`src/rtl/mathbox_pkg.sv`:
```
// ---------------------------------------------------------------------------
// mathbox_pkg
// Shared definitions for the Math Box microprogram sequencer: microword field
// positions, COND branch encodings and the sequencer FSM state type.
// No ports (package).
// ---------------------------------------------------------------------------
package mathbox_pkg;

    // Microword sequencing fields; every other bit is passed to the ALU as-is.
    localparam int BA_HI    = 23;
    localparam int BA_LO    = 16;
    localparam int HALT_BIT = 7;
    localparam int COND_HI  = 6;
    localparam int COND_LO  = 4;

    localparam int BA_W   = BA_HI - BA_LO + 1;
    localparam int COND_W = COND_HI - COND_LO + 1;
    localparam int LC_W   = 8;

    // COND encodings
    localparam logic [COND_W-1:0] COND_NEXT = 3'b000;  // PC+1
    localparam logic [COND_W-1:0] COND_JMP  = 3'b001;  // jump to BA
    localparam logic [COND_W-1:0] COND_JZ   = 3'b010;  // jump if zero
    localparam logic [COND_W-1:0] COND_JNZ  = 3'b011;  // jump if not zero
    localparam logic [COND_W-1:0] COND_JS   = 3'b100;  // jump if sign
    localparam logic [COND_W-1:0] COND_JC   = 3'b101;  // jump if carry
    localparam logic [COND_W-1:0] COND_LOOP = 3'b110;  // LC!=0: LC-1, jump
    localparam logic [COND_W-1:0] COND_LDLC = 3'b111;  // LC <= BA, PC+1

    typedef enum logic [1:0] {
        ST_IDLE  = 2'd0,
        ST_FETCH = 2'd1,
        ST_EXEC  = 2'd2
    } state_t;

endpackage

```
`src/rtl/mbseq_next_addr.sv`:
```
// ---------------------------------------------------------------------------
// mbseq_next_addr
// Combinational next-PC / branch decision / loop-counter update for one
// microinstruction. The caller decides whether the result is committed
// (it is not on halting or watchdog-aborted words).
// Ports:
//   pc        in  current microprogram counter
//   lc        in  current loop counter
//   ba        in  BA field (branch address or loop count)
//   cond      in  COND field
//   alu_zero/alu_sign/alu_carry in  ALU status of previously issued word
//   next_pc   out address of the next microinstruction
//   next_lc   out loop counter after this microinstruction
// ---------------------------------------------------------------------------
module mbseq_next_addr
    import mathbox_pkg::*;
#(
    parameter int ADDR_W = 8
) (
    input  logic [ADDR_W-1:0] pc,
    input  logic [LC_W-1:0]   lc,
    input  logic [BA_W-1:0]   ba,
    input  logic [COND_W-1:0] cond,
    input  logic              alu_zero,
    input  logic              alu_sign,
    input  logic              alu_carry,
    output logic [ADDR_W-1:0] next_pc,
    output logic [LC_W-1:0]   next_lc
);

    logic              take;
    logic [ADDR_W-1:0] pc_inc;

    // Natural modulo arithmetic gives the FF -> 00 wrap.
    assign pc_inc = pc + ADDR_W'(1);

    always_comb begin
        take    = 1'b0;
        next_lc = lc;
        case (cond)
            COND_JMP:  take = 1'b1;
            COND_JZ:   take = alu_zero;
            COND_JNZ:  take = ~alu_zero;
            COND_JS:   take = alu_sign;
            COND_JC:   take = alu_carry;
            COND_LOOP: begin
                if (lc != '0) begin
                    take    = 1'b1;
                    next_lc = lc - LC_W'(1);
                end
            end
            COND_LDLC: next_lc = ba;
            default:   take = 1'b0;
        endcase
    end

    assign next_pc = take ? ADDR_W'(ba) : pc_inc;

endmodule

```
`src/rtl/mathbox_sequencer.sv`:
```
// ---------------------------------------------------------------------------
// mathbox_sequencer
// Microprogram sequencer for the Math Box microcode ROM. On start it walks
// the ROM from start_addr, two cycles per microinstruction (FETCH, EXEC),
// issuing each microword to the ALU and following branch/loop/halt fields.
// Ports:
//   clk, rst_n            clock, asynchronous active-low reset
//   start, start_addr     CPU start pulse and entry address
//   rom_addr, rom_cs      ROM address / select (select high in FETCH only)
//   rom_dout              ROM data, valid the cycle after rom_addr
//   alu_zero/sign/carry   ALU status from the previously issued microword
//   uinstr, uinstr_valid  issued microword and its one-cycle strobe
//   busy                  run in progress
//   done                  one-cycle pulse on a halting microword
//   wdog_err              sticky watchdog abort flag, cleared by next start
// ---------------------------------------------------------------------------
module mathbox_sequencer
    import mathbox_pkg::*;
#(
    parameter int ADDR_W   = 8,
    parameter int WORD_W   = 24,
    parameter int WDOG_MAX = 1023
) (
    input  logic              clk,
    input  logic              rst_n,
    input  logic              start,
    input  logic [ADDR_W-1:0] start_addr,
    output logic [ADDR_W-1:0] rom_addr,
    output logic              rom_cs,
    input  logic [WORD_W-1:0] rom_dout,
    input  logic              alu_zero,
    input  logic              alu_sign,
    input  logic              alu_carry,
    output logic [WORD_W-1:0] uinstr,
    output logic              uinstr_valid,
    output logic              busy,
    output logic              done,
    output logic              wdog_err
);

    localparam int              SC_W     = $clog2(WDOG_MAX + 1);
    localparam logic [SC_W-1:0] WDOG_LIM = SC_W'(WDOG_MAX);

    state_t            state_q, state_d;
    logic [ADDR_W-1:0] pc_q, pc_d;
    logic [LC_W-1:0]   lc_q, lc_d;
    logic [SC_W-1:0]   step_q, step_d;
    logic [WORD_W-1:0] uinstr_q, uinstr_d;
    logic              wdog_q, wdog_d;

    logic [ADDR_W-1:0] next_pc;
    logic [LC_W-1:0]   next_lc;
    logic              halt;

    assign halt = rom_dout[HALT_BIT];

    mbseq_next_addr #(
        .ADDR_W (ADDR_W)
    ) u_next_addr (
        .pc        (pc_q),
        .lc        (lc_q),
        .ba        (rom_dout[BA_HI:BA_LO]),
        .cond      (rom_dout[COND_HI:COND_LO]),
        .alu_zero  (alu_zero),
        .alu_sign  (alu_sign),
        .alu_carry (alu_carry),
        .next_pc   (next_pc),
        .next_lc   (next_lc)
    );

    // State register
    always_ff @(posedge clk or negedge rst_n) begin
        if (!rst_n) begin
            state_q  <= ST_IDLE;
            pc_q     <= '0;
            lc_q     <= '0;
            step_q   <= '0;
            uinstr_q <= '0;
            wdog_q   <= 1'b0;
        end else begin
            state_q  <= state_d;
            pc_q     <= pc_d;
            lc_q     <= lc_d;
            step_q   <= step_d;
            uinstr_q <= uinstr_d;
            wdog_q   <= wdog_d;
        end
    end

    // Next-state logic
    always_comb begin
        state_d  = state_q;
        pc_d     = pc_q;
        lc_d     = lc_q;
        step_d   = step_q;
        uinstr_d = uinstr_q;
        wdog_d   = wdog_q;
        case (state_q)
            ST_IDLE: begin
                // LC is deliberately left alone so programs can share it.
                if (start) begin
                    pc_d    = start_addr;
                    step_d  = '0;
                    wdog_d  = 1'b0;
                    state_d = ST_FETCH;
                end
            end
            ST_FETCH: state_d = ST_EXEC;
            ST_EXEC: begin
                uinstr_d = rom_dout;
                // Halt outranks the watchdog so a program ending exactly on
                // the limit still completes normally.
                if (halt) begin
                    state_d = ST_IDLE;
                end else if (step_q == WDOG_LIM) begin
                    wdog_d  = 1'b1;
                    state_d = ST_IDLE;
                end else begin
                    pc_d    = next_pc;
                    lc_d    = next_lc;
                    step_d  = step_q + SC_W'(1);
                    state_d = ST_FETCH;
                end
            end
            default: state_d = ST_IDLE;
        endcase
    end

    // Outputs: the issued word is presented straight from the ROM during
    // EXEC and held from uinstr_q afterwards.
    always_comb begin
        rom_addr     = pc_q;
        rom_cs       = (state_q == ST_FETCH);
        uinstr_valid = (state_q == ST_EXEC);
        uinstr       = (state_q == ST_EXEC) ? rom_dout : uinstr_q;
        busy         = (state_q != ST_IDLE);
        done         = (state_q == ST_EXEC) && halt;
        wdog_err     = wdog_q;
    end

endmodule

```
`config.mk`:
```
export PLATFORM = sky130hd
export DESIGN_NAME = mathbox_sequencer
export DESIGN_NICKNAME = d
export VERILOG_FILES = /design/src/rtl/mathbox_pkg.sv /design/src/rtl/mbseq_next_addr.sv /design/src/rtl/mathbox_sequencer.sv
export SDC_FILE = /design/constraint.sdc
export NUM_CORES = 1
export LEC_CHECK = 0
export CORE_MARGIN = 2
export CORE_UTILIZATION = 50
export CTS_BUF_LIST = sky130_fd_sc_hd__clkbuf_16
export CTS_CLUSTER_DIAMETER = 50
export DETAILED_ROUTE_END_ITERATION = 7
export GPL_TIMING_DRIVEN = 0
export PLACE_DENSITY = 0.77
export SLEW_MARGIN = 25
export SYNTH_ARGS = -nofsm -noshare
export SYNTH_HDL_FRONTEND = slang
export SYNTH_HIERARCHICAL = 1
export SYNTH_SLANG_ARGS = --single-unit
export TNS_END_PERCENT = 1
```
`constraint.sdc`:
```
create_clock -name clk -period 3 [get_ports clk]
set_input_delay 0.9 -clock clk [delete_from_list [all_inputs] [get_ports clk]]
set_output_delay 0.9 -clock clk [all_outputs]
set_load 0.01 [all_outputs]
```
==> summary.md, run 1 <==
| Metric | Value |
|---|---|
| Status | completed |
| Number of nets still failing antenna checks after routing | 0 |
| Clock Skews | 0.002509 ns |
| Pin count of the biggest net entering global routing | 54 |
| Grt ovf | 0 |
| Mean instance size in the synthesized netlist | 11.63 µm² |
| Ys flop type | dfrtp_1 |
| Max-slew violation total from the final report | 0 |
| Number of enable flip-flop cells after synthesis | 0 |
| Post-Syn Instances | 259 |
| Leading area contributor after synthesis | dfrtp_1 |
| Number of port buffers | 74 |
| Die Span X | 81.63 µm |
| Area of the core region | 5886 µm² |
| Count of maximum capacitance violations | 0 |
| Layout Nets | 383 |
| Total wire length after detailed routing | 6.814 mm |
| DP Worst Slack | -0.3036 ns |
| Total of flip-flops plus latches after synthesis | 53 |
| Top cell type's share of synthesized area | 44.02% |
| Average detailed-routed wire length per instance | 16.34 µm |
| Fin crit period | 2.901 ns |
| Final-report hold violation count | 0 |
| First-pass GRT wire length | 11.29 mm |
| Global Route Usage Sum | 22.19% |
| Dominant cells by area after synthesis | dfrtp_1, mux2_2, mux2_4 |
| Initial Util | 51.19% |
| CTS root buffer | clkbuf_16 |
| TritonCTS Sinks | 53 |
| Clock input transition at the sequential cells of the worst setup and hold paths | 0.06 ns |
| Maximum ir drop on the vdd rail | 0.0006014 V |
| Category of the worst setup path capture point | output pin |
| Number of global-route vias before repair | 2,355 |
| Area growth syn-to-layout | 34.68% |
| Hold crit path type | reg -> reg |
| Transition time of the tightest slew-check pin | 0.4571 ns |
| CP Max Fanout | 3 |
| Total power density per cell area | 975.0 nW/µm² |
| Arrival time at the worst endpoint | 2.00 ns |
| Via density | 5.652 |
| Number of antenna violations at the first check in global routing | 0 |
| Share of async-settable or async-resettable flops after synthesis | 100.0% |
| Initial detailed-routing violation count | 96 |
| Die Y-Extent | 81.63 µm |
| TritonCTS Buffers | 5 |
| Remaining DRCs | 0 |
| Placer Congestion | 0.8584 |
| Setup TNS after final layout | 0 ns |
| Portion of the post-synthesis area used by sequential elements | 44.02% |
| Most common cell after layout, fill and taps aside | dfrtp_1 |
| Fraction of layout cells with a size suffix above 1 | 24.85% |
| Htree depth | 2 |
| Leading cell types in the layout, fill and taps excluded | dfrtp_1, clkdlybuf4s50_1, mux2_2 |
| Leak pwr | 1.822 nW |
| RSZ-0062 raised after global routing | false |
| Number of top-level design ports | 75 |
| Setup violation total in the final timing report | 0 |
| First-pass iteration count of the detailed router | 4 |
| Placed wire-length estimate after detailed placement | 4.983 mm |
| Via count | 2,357 |
| Post-route setup slack | 0.09946 ns |
| Syn nets | 301 |
| CP Class | in -> out |
| Maximum number of buffers from clock root to sink | 2 |
| Clock insertion delay at the later pin of the skew report | 0.29 ns |
| Critical Path Source Type | primary input |
| Die area | 6663 µm² |
| Period utilisation layout | 96.68% |
| Data required time of the critical path | 2.10 ns |
| Headroom to the max-slew limit | 69.30% |
| Distinct cell type count after synthesis | 58 |
| Mapped cell area | 3013 µm² |
| Post-CTS Hold Fix Bufs | 0 |
| CTS tree | built |
| Floorplan row count | 28 |
| Fmax | 344.8 MHz |
| Synth warn | 6 |
| Antenna diode count | 0 |
-- cell type report --
cell class	instances	area [µm²]
Timing Repair Buffer	75	743.2
Multi-Input combinational cell	181	1550
Tap cell	75	93.84
Buffer	12	130.1
Clock inverter	3	37.54
Inverter	13	51.30
Fill cell	461	1828
Clock buffer	5	125.1
Sequential cell	53	1326
-- state kept, by name, summed over array words and instances (netlist names) --
signal	cells
rom_addr	8
uinstr_q	24
lc_q	8
wdog_err	1
step_q	10
state_q	2
-- metal layers --
layer	wire (µm)	GRT usage (%)	vias up
met4	145	8.333	0
li1	-	-	1110
met2	3307	35.90	71
met5	0	0	-
met1	3026	29.27	1162
met3	334	4.945	14
-- repair_timing --
item | 4_1_cts | 5_1_grt
pin swaps | 0 | 1
endpoints found under the setup margin | 28 | 30
gates resized for setup | 33 | 8
buffers inserted | 0 | 0
endpoints found under the hold margin | 0 | 0
-- synthesized netlist by cell type (2+ instances only) --
library cell / instances
a32oi_1: 4
nand2_1: 13
nor3_1: 4
nor2b_1: 3
mux2_4: 11
inv_1: 12
o22ai_1: 3
ha_1: 4
nand3_1: 13
nor2_1: 7
a31oi_1: 6
mux2_2: 44
mux2i_1: 3
dfrtp_1: 53
xnor2_1: 5
buf_2: 5
a21oi_1: 8
and3_1: 4
clkbuf_1: 2
and2_1: 2
nand4_1: 2
nor3b_1: 3
nand2b_1: 3
o21ai_0: 10
a21o_1: 2
-- worst paths after layout --
kind	to	start	slack [ns]	cells after the start
max	uinstr[19]	rom_dout[19]	0.1	3
min reg2reg	uinstr_q[1]	uinstr_q[1]	0.49	1
max reg2reg	rom_addr[2]	lc_q[0]	0.31	8
min in group asynchronous	uinstr_q[11]	rst_n	0.58	2
min	uinstr_q[1]	uinstr_q[1]	0.49	1
max in group asynchronous	step_q[9]	rst_n	2.18	2
-- critical path, stage by stage --
cell and delay, ns:
clkdlybuf4s50_1 0.49, mux2_2 0.31, dlygate4sd2_1 0.30
-- kinds of logic after synthesis --
logic type	share of synthesized area [%]
flip-flops	44.02
multiplexers	22.92
XOR/XNOR	1.744
adder cells (fa/ha/maj)	1.661
AO/OA/AOI/OAI	11.50
AND/OR/NAND/NOR	13.54
buffers and inverters	4.609
-- power breakdown --
group,total [mW],internal [mW],switching (mW)
registers,1.24,1.01,0.231
logic,2.08,1.19,0.893
clock network,0.631,0.388,0.243
total,3.96,2.59,1.37
-- per-stage QoR --
| step | std cells | instance area (µm²) | util, % | hold WS, ns | total power [mW] |
|---|---|---|---|---|---|
| 2_1_floorplan | 259 | 3013 | - | 0.4730 | 2.521 |
| 4_1_cts | 417 | 4033 | 68.52 | 0.4974 | 3.972 |
| 5_1_grt | 417 | 4058 | 68.94 | 0.5042 | 4.219 |
| 3_5_place_dp | 409 | 3872 | 65.80 | 0.4848 | 3.427 |
| 6_report | 417 | 4058 | 68.94 | 0.4912 | 3.956 |
| 3_3_place_gp | 408 | 3847 | 65.37 | 0.4787 | 3.368 |
Note: power is estimated with default switching activity, not from simulation.
==> run 2: changes to the inputs <==
--- a/config.mk
+++ b/config.mk
@@ -5,12 +5,15 @@
 export SDC_FILE = /design/constraint.sdc
 export NUM_CORES = 1
 export LEC_CHECK = 0
+export CELL_PAD_IN_SITES_DETAIL_PLACEMENT = 0
+export CELL_PAD_IN_SITES_GLOBAL_PLACEMENT = 1
 export CORE_MARGIN = 2
-export CORE_UTILIZATION = 50
+export CORE_UTILIZATION = 39
 export CTS_BUF_LIST = sky130_fd_sc_hd__clkbuf_16
 export CTS_CLUSTER_DIAMETER = 50
 export DETAILED_ROUTE_END_ITERATION = 7
 export GPL_TIMING_DRIVEN = 0
+export HOLD_SLACK_MARGIN = 0.15
 export PLACE_DENSITY = 0.77
 export SLEW_MARGIN = 25
 export SYNTH_ARGS = -nofsm -noshare
==> run 2 against run 1 <==
  * Final area grew 0.86%
  * Register-to-register slack is essentially flat
  * Worst setup slack improved by 0.0055 ns
  * Critical path depth is 4 higher
  * Sequential share of layout area is 0.28 points lower
==> summary.md, run 2 (synthesis gave the netlist of run 1 again) <==
| Metric | Value |
|---|---|
| Initial Util | 39.61% |
| Die Y-Extent | 91.90 µm |
| Remaining DRCs | 0 |
| Fraction of layout cells with a size suffix above 1 | 24.56% |
| Data required time of the critical path | 3.17 ns |
| TritonCTS Sinks | 53 |
| First-pass GRT wire length | 11.92 mm |
| Transition time of the tightest slew-check pin | 0.4546 ns |
| Cells after DPL | 436 |
| Leak pwr | 1.837 nW |
| RSZ-0062 raised after global routing | false |
| Number of top-level design ports | 75 |
| Period utilisation layout | 96.50% |
| Total power density per cell area | 963.7 nW/µm² |
| Global Route Usage Sum | 17.62% |
| First-pass iteration count of the detailed router | 4 |
| Maximum ir drop on the vdd rail | 0.0004405 V |
| Max-slew violation total from the final report | 0 |
| Final design utilization | 53.80% |
| Die Span X | 91.90 µm |
| CP Class | in -> reg |
| Via count | 2,309 |
| Floorplan row count | 32 |
| Layout Nets | 383 |
| Initial detailed-routing violation count | 157 |
| CP Max Fanout | 8 |
| Clock Skews | 0.004953 ns |
| Category of the worst setup path capture point | flip-flop |
| CTS root buffer | clkbuf_16 |
| Total wire length after detailed routing | 6.830 mm |
| Setup violation total in the final timing report | 0 |
| Area of the core region | 7607 µm² |
| Number of antenna violations at the first check in global routing | 0 |
| Headroom to the max-slew limit | 69.47% |
| Biggest register | uinstr_q |
| CTS tree | built |
| Average detailed-routed wire length per instance | 15.38 µm |
| Placed wire-length estimate after detailed placement | 4.982 mm |
| Number of flip-flops under the largest register name | 24 |
| Final-report hold violation count | 0 |
| Placer Congestion | 0.7709 |
| Clock input transition at the sequential cells of the worst setup and hold paths | 0.07 ns |
| Number of port buffers | 74 |
| Die area | 8445 µm² |
| TritonCTS Buffers | 5 |
| Critical Path Source Type | primary input |
| Area growth syn-to-layout | 35.84% |
| Number of global-route vias before repair | 2,422 |
| Fmax | 345.4 MHz |
| Maximum number of buffers from clock root to sink | 2 |
| Via density | 5.200 |
| Most common cell after layout, fill and taps aside | dfrtp_1 |
| Status | completed |
| Clock insertion delay at the later pin of the skew report | 0.29 ns |
| Hold crit path type | in -> async |
| Largest registers in the final layout | uinstr_q: 24 flops, step_q: 10 flops |
| Arrival time at the worst endpoint | 3.06 ns |
| Number of nets still failing antenna checks after routing | 0 |
| Count of maximum capacitance violations | 0 |
| Post-route insts no fill | 444 |
| Pin count of the biggest net entering global routing | 37 |
| Antenna diode count | 0 |
| Grt ovf | 0 |
| Fin crit period | 2.895 ns |
| Leading cell types in the layout, fill and taps excluded | dfrtp_1, mux2_2, clkdlybuf4s50_1 |
| Htree depth | 2 |
| R2R cell count | 8 |
[run 2: path summary, 6_finish.rpt]
check | from | end | slack (ns)
worst max-delay path | rom_dout[6] | rom_addr[4] | 0.10
worst min-delay path | rst_n | step_q[6] | 0.47
worst max register to register | lc_q[0] | rom_addr[4] | 0.30
worst min register to register | uinstr_q[13] | uinstr_q[13] | 0.49
max in group asynchronous | rst_n | rom_addr[3] | 2.06
min in group clk | uinstr_q[13] | uinstr_q[13] | 0.49
[run 2: through the flow]
stage	total power [mW]	worst slack, ns	cell area [µm²]	hold WS, ns	setup TNS (ns)
global route	4.248	0.006528	4093	0.4852	0
detailed placement	3.415	-0.3498	3899	0.4861	-5.121
global placement	3.388	-0.7004	3881	0.4787	-41.94
CTS	3.972	0.003634	4064	0.4814	0
finish	3.944	0.1050	4093	0.4747	0
floorplan	2.521	0.4998	3013	0.4730	0
[run 2: what timing repair did]
item / in CTS / in global routing
setup endpoints to repair: 33 / 32
buffers inserted: 0 / 0
pin swaps: 0 / 1
gates resized for setup: 37 / 9
hold buffers: 0 / 0
gates cloned: 0 / 0
[run 2: power by group]
group	switching, mW	leakage [nW]	internal, mW
combinational	0.878	1.10	1.20
sequential	0.218	0.656	1.01
clock	0.248	0.0826	0.388
total	1.34	1.84	2.60
[run 2: cell type report]
| class | count | area (µm²) |
|---|---|---|
| Timing Repair Buffer | 75 | 737.0 |
| Multi-Input combinational cell | 181 | 1548 |
| Sequential cell | 53 | 1326 |
| Buffer | 12 | 140.1 |
| Fill cell | 711 | 3515 |
| Clock buffer | 5 | 125.1 |
| Clock inverter | 3 | 37.54 |
| Tap cell | 102 | 127.6 |
| Inverter | 13 | 51.30 |
[run 2: worst max-delay path, cell delays in order]
cell,delay [ns]
clkdlybuf4s50_1,0.56
a21oi_1,0.06
a211o_2,0.33
a22oi_4,0.30
mux2_2,0.39
mux2_2,0.26
mux2_4,0.25
[run 2: per-layer routing]
metal,wire [µm],vias to the layer above,global-route usage [%]
li1,-,1105,-
met2,3207,64,27.82
met1,3216,1138,24.54
met5,0,-,0
met3,364,2,4.355
met4,40,0,4.104
==> run 3: changes to the inputs <==
--- a/config.mk
+++ b/config.mk
@@ -5,16 +5,17 @@
 export SDC_FILE = /design/constraint.sdc
 export NUM_CORES = 1
 export LEC_CHECK = 0
+export ABC_AREA = 1
 export CELL_PAD_IN_SITES_DETAIL_PLACEMENT = 0
 export CELL_PAD_IN_SITES_GLOBAL_PLACEMENT = 1
 export CORE_MARGIN = 2
-export CORE_UTILIZATION = 39
+export CORE_UTILIZATION = 35
 export CTS_BUF_LIST = sky130_fd_sc_hd__clkbuf_16
 export CTS_CLUSTER_DIAMETER = 50
 export DETAILED_ROUTE_END_ITERATION = 7
 export GPL_TIMING_DRIVEN = 0
 export HOLD_SLACK_MARGIN = 0.15
-export PLACE_DENSITY = 0.77
+export PLACE_DENSITY = 0.75
 export SLEW_MARGIN = 25
 export SYNTH_ARGS = -nofsm -noshare
 export SYNTH_HDL_FRONTEND = slang
==> constraint.sdc (replaced) <==
create_clock -name clk -period 2.8 [get_ports clk]
set_input_delay 0.84 -clock clk [delete_from_list [all_inputs] [get_ports clk]]
set_output_delay 0.84 -clock clk [all_outputs]
set_load 0.01 [all_outputs]
==> run 3 against run 2 <==
  * Clock power is 4.9% lower
  * Register-to-register slack better by 0.75 ns
  * Global-route usage is 0.32 points higher
  * Clock skew about the same
  * Die area rose by 16%
  * Via count grew 27%
  * Routed wire length is 23% higher
  * Critical path depth fell by 3
==> summary.md, run 3 <==
| Metric | Value |
|---|---|
| Status | completed |
| DP Worst Slack | -0.4088 ns |
| Antenna diode count | 0 |
| Number of top-level design ports | 75 |
| Most used standard cells in the synthesized netlist | nand2_1, dfrtp_1, nand3_1 |
| Total wire length after detailed routing | 8.429 mm |
| Post-route insts no fill | 635 |
| Period utilisation layout | 96.48% |
| Number of flip-flops under the largest register name | 24 |
| Transition time of the tightest slew-check pin | 0.3939 ns |
| Share of async-settable or async-resettable flops after synthesis | 100.0% |
| Crit path max-delay cell type | clkdlybuf4s50_1 |
| Initial Util | 36.15% |
| Dominant cells by area after synthesis | dfrtp_1, nand2_1, nand3_1 |
| Average detailed-routed wire length per instance | 13.27 µm |
| Via density | 4.606 |
| Initial detailed-routing violation count | 123 |
| Fraction of layout cells with a size suffix above 1 | 9.298% |
| Post-Syn Instances | 444 |
| RSZ-0062 raised after global routing | false |
| Clock input transition at the sequential cells of the worst setup and hold paths | 0.07 ns |
| Cells after DPL | 627 |
| Setup TNS after final layout | 0 ns |
| Area of the core region | 8721 µm² |
| First-pass iteration count of the detailed router | 5 |
| Area growth syn-to-layout | 34.13% |
| CTS root buffer | clkbuf_16 |
| Total power density per cell area | 959.7 nW/µm² |
| Fillcell total | 912 |
| Count of maximum capacitance violations | 0 |
| Critical Path Source Type | primary input |
| Number of global-route vias before repair | 2,809 |
| Cell with the most instances after synthesis | nand2_1 |
| Mapped cell area | 3153 µm² |
| Syn nets | 486 |
| Die Y-Extent | 98.92 µm |
| Data required time of the critical path | 1.96 ns |
| Clock Skews | 0.005398 ns |
| Maximum cell stage delay along the critical path | 0.56 ns |
| Ys flop type | dfrtp_1 |
| Setup violation total in the final timing report | 0 |
| Leading area contributor after synthesis | dfrtp_1 |
| Arrival time at the worst endpoint | 1.86 ns |
| Portion of the post-synthesis area used by sequential elements | 42.06% |
| Category of the worst setup path capture point | output pin |
| Biggest register | uinstr_q |
| Via count | 2,925 |
| Distinct cell type count after synthesis | 28 |
| Htree depth | 2 |
| Placer Congestion | 0.8246 |
| Maximum number of buffers from clock root to sink | 2 |
| Layout Nets | 568 |
| TritonCTS Sinks | 53 |
| Synth warn | 6 |
| Number of nets still failing antenna checks after routing | 0 |
| Headroom to the max-slew limit | 73.71% |
| Leading cell types in the layout, fill and taps excluded | nand2_1, dfrtp_1, clkdlybuf4s50_1 |
| Cells along the critical path | clkdlybuf4s50_1 -> nand2_1 -> nand2_1 -> dlygate4sd2_1 |
| Die area | 9784 µm² |
| Leak pwr | 2.333 nW |
| Final-report hold violation count | 0 |
| Hold crit path type | in -> async |
| CTS tree | built |
| Floorplan row count | 34 |
| CP Max Fanout | 3 |
| Global Route Usage Sum | 17.94% |
| Most common cell after layout, fill and taps aside | nand2_1 |
| Remaining DRCs | 0 |
| Fmax | 370.2 MHz |
| Number of antenna violations at the first check in global routing | 0 |
| Post-route setup slack | 0.09867 ns |
| Number of port buffers | 74 |
| CP Class | in -> out |
| Fin crit period | 2.701 ns |
| Minimum hold slack | 0.3724 ns |
| Top cell type's share of synthesized area | 42.06% |
| Most common cell on crit path | nand2_1 |
| Die Span X | 98.92 µm |
| Pin count of the biggest net entering global routing | 47 |
| Grt ovf | 0 |
| Maximum ir drop on the vdd rail | 0.0004493 V |
| Placed wire-length estimate after detailed placement | 6.284 mm |
| First-pass GRT wire length | 13.98 mm |
| Largest registers in the final layout | uinstr_q: 24 flops, step_q: 10 flops |
| TritonCTS Buffers | 5 |
| Mean instance size in the synthesized netlist | 7.101 µm² |
| Clock insertion delay at the later pin of the skew report | 0.29 ns |
| Number of enable flip-flop cells after synthesis | 0 |
| Total of flip-flops plus latches after synthesis | 53 |
| Max-slew violation total from the final report | 0 |
==> run 3: cell count changes after synthesis, sizes merged, moves of 4 or more <==
cell and change:
inv +21, mux2 -55, nor3 -4, nand3 +24, nand2b -4, nand2 +226
a32oi -4, a21oi -7, nor2 +22, and3 -4, o21ai +7, a31oi -6
==> run 3: timing repair <==
action,4_1_cts,5_1_grt
hold buffers,0,0
gates resized for setup,31,17
buffers inserted,0,0
endpoints found under the setup margin,25,14
==> run 3: layout make-up <==
class | count | area [µm²] | share of cell area (%)
repair buffers | 75 | 775.7 | 18.34
plain buffers | 12 | 123.9 | 2.929
clock inverters | 3 | 13.76 | 0.3254
clock buffers | 5 | 125.1 | 2.959
well taps | 108 | 135.1 | 3.195
inverters | 34 | 132.6 | 3.136
multi-input cells | 345 | 1595 | 37.72
flip-flops and latches | 53 | 1328 | 31.39
==> run 3: per-layer routing <==
metal / global-route usage, % / wire length (µm) / vias to the layer above / part of all wire (%)
met4: 3.793 / 75 / 0 / 0.89
met3: 2.766 / 265 / 6 / 3.1
met1: 25.99 / 4283 / 1327 / 51
met2: 28.48 / 3805 / 56 / 45
li1: - / - / 1536 / -
met5: 0 / 0 / - / 0
==> run 3: worst max-delay path: cells and delay by family <==
kind | cells | cell delay [ns]
buffers and inverters | 2 | 0.84
and+or+nand+nor | 2 | 0.18
==> run 3: through the flow <==
step	util [%]	total power, mW	cell area [µm²]
3_5_place_dp	46.48	3.564	4054
2_1_floorplan	-	2.554	3153
3_3_place_gp	46.20	3.543	4029
6_report	48.49	4.059	4229
5_1_grt	48.49	4.422	4229
4_1_cts	48.08	4.143	4193
==> run 3: cells by family after synthesis <==
kind of cell	Yosys count	synth area share (%)
simple gates	309	42.26
flops	53	42.06
buf+inv	46	7.342
compound gates	25	4.802
xor+xnor	7	1.944
fa+ha+maj	4	1.587
==> run 3: where the power goes <==
group / leakage, nW / internal [mW] / total (mW) / switching, mW
Combinational: 1.58 / 0.968 / 2.18 / 1.21
Clock: 0.0748 / 0.326 / 0.605 / 0.279
Sequential: 0.678 / 1.06 / 1.27 / 0.212
Total: 2.33 / 2.36 / 4.06 / 1.70
==> run 3: worst paths after layout <==
kind                               from      endpoint  slack (ns)  cells past startpoint
setup / recovery           rom_dout[20]    uinstr[20]         0.1                      4
hold / removal                    rst_n  uinstr_q[23]        0.37                      1
setup reg to reg                lc_q[0]   rom_addr[5]        1.05                     13
hold reg to reg             uinstr_q[2]   uinstr_q[2]        0.47                      2
max in group asynchronous         rst_n    state_q[1]        1.95                      2
min in group clk            uinstr_q[2]   uinstr_q[2]        0.47                      2
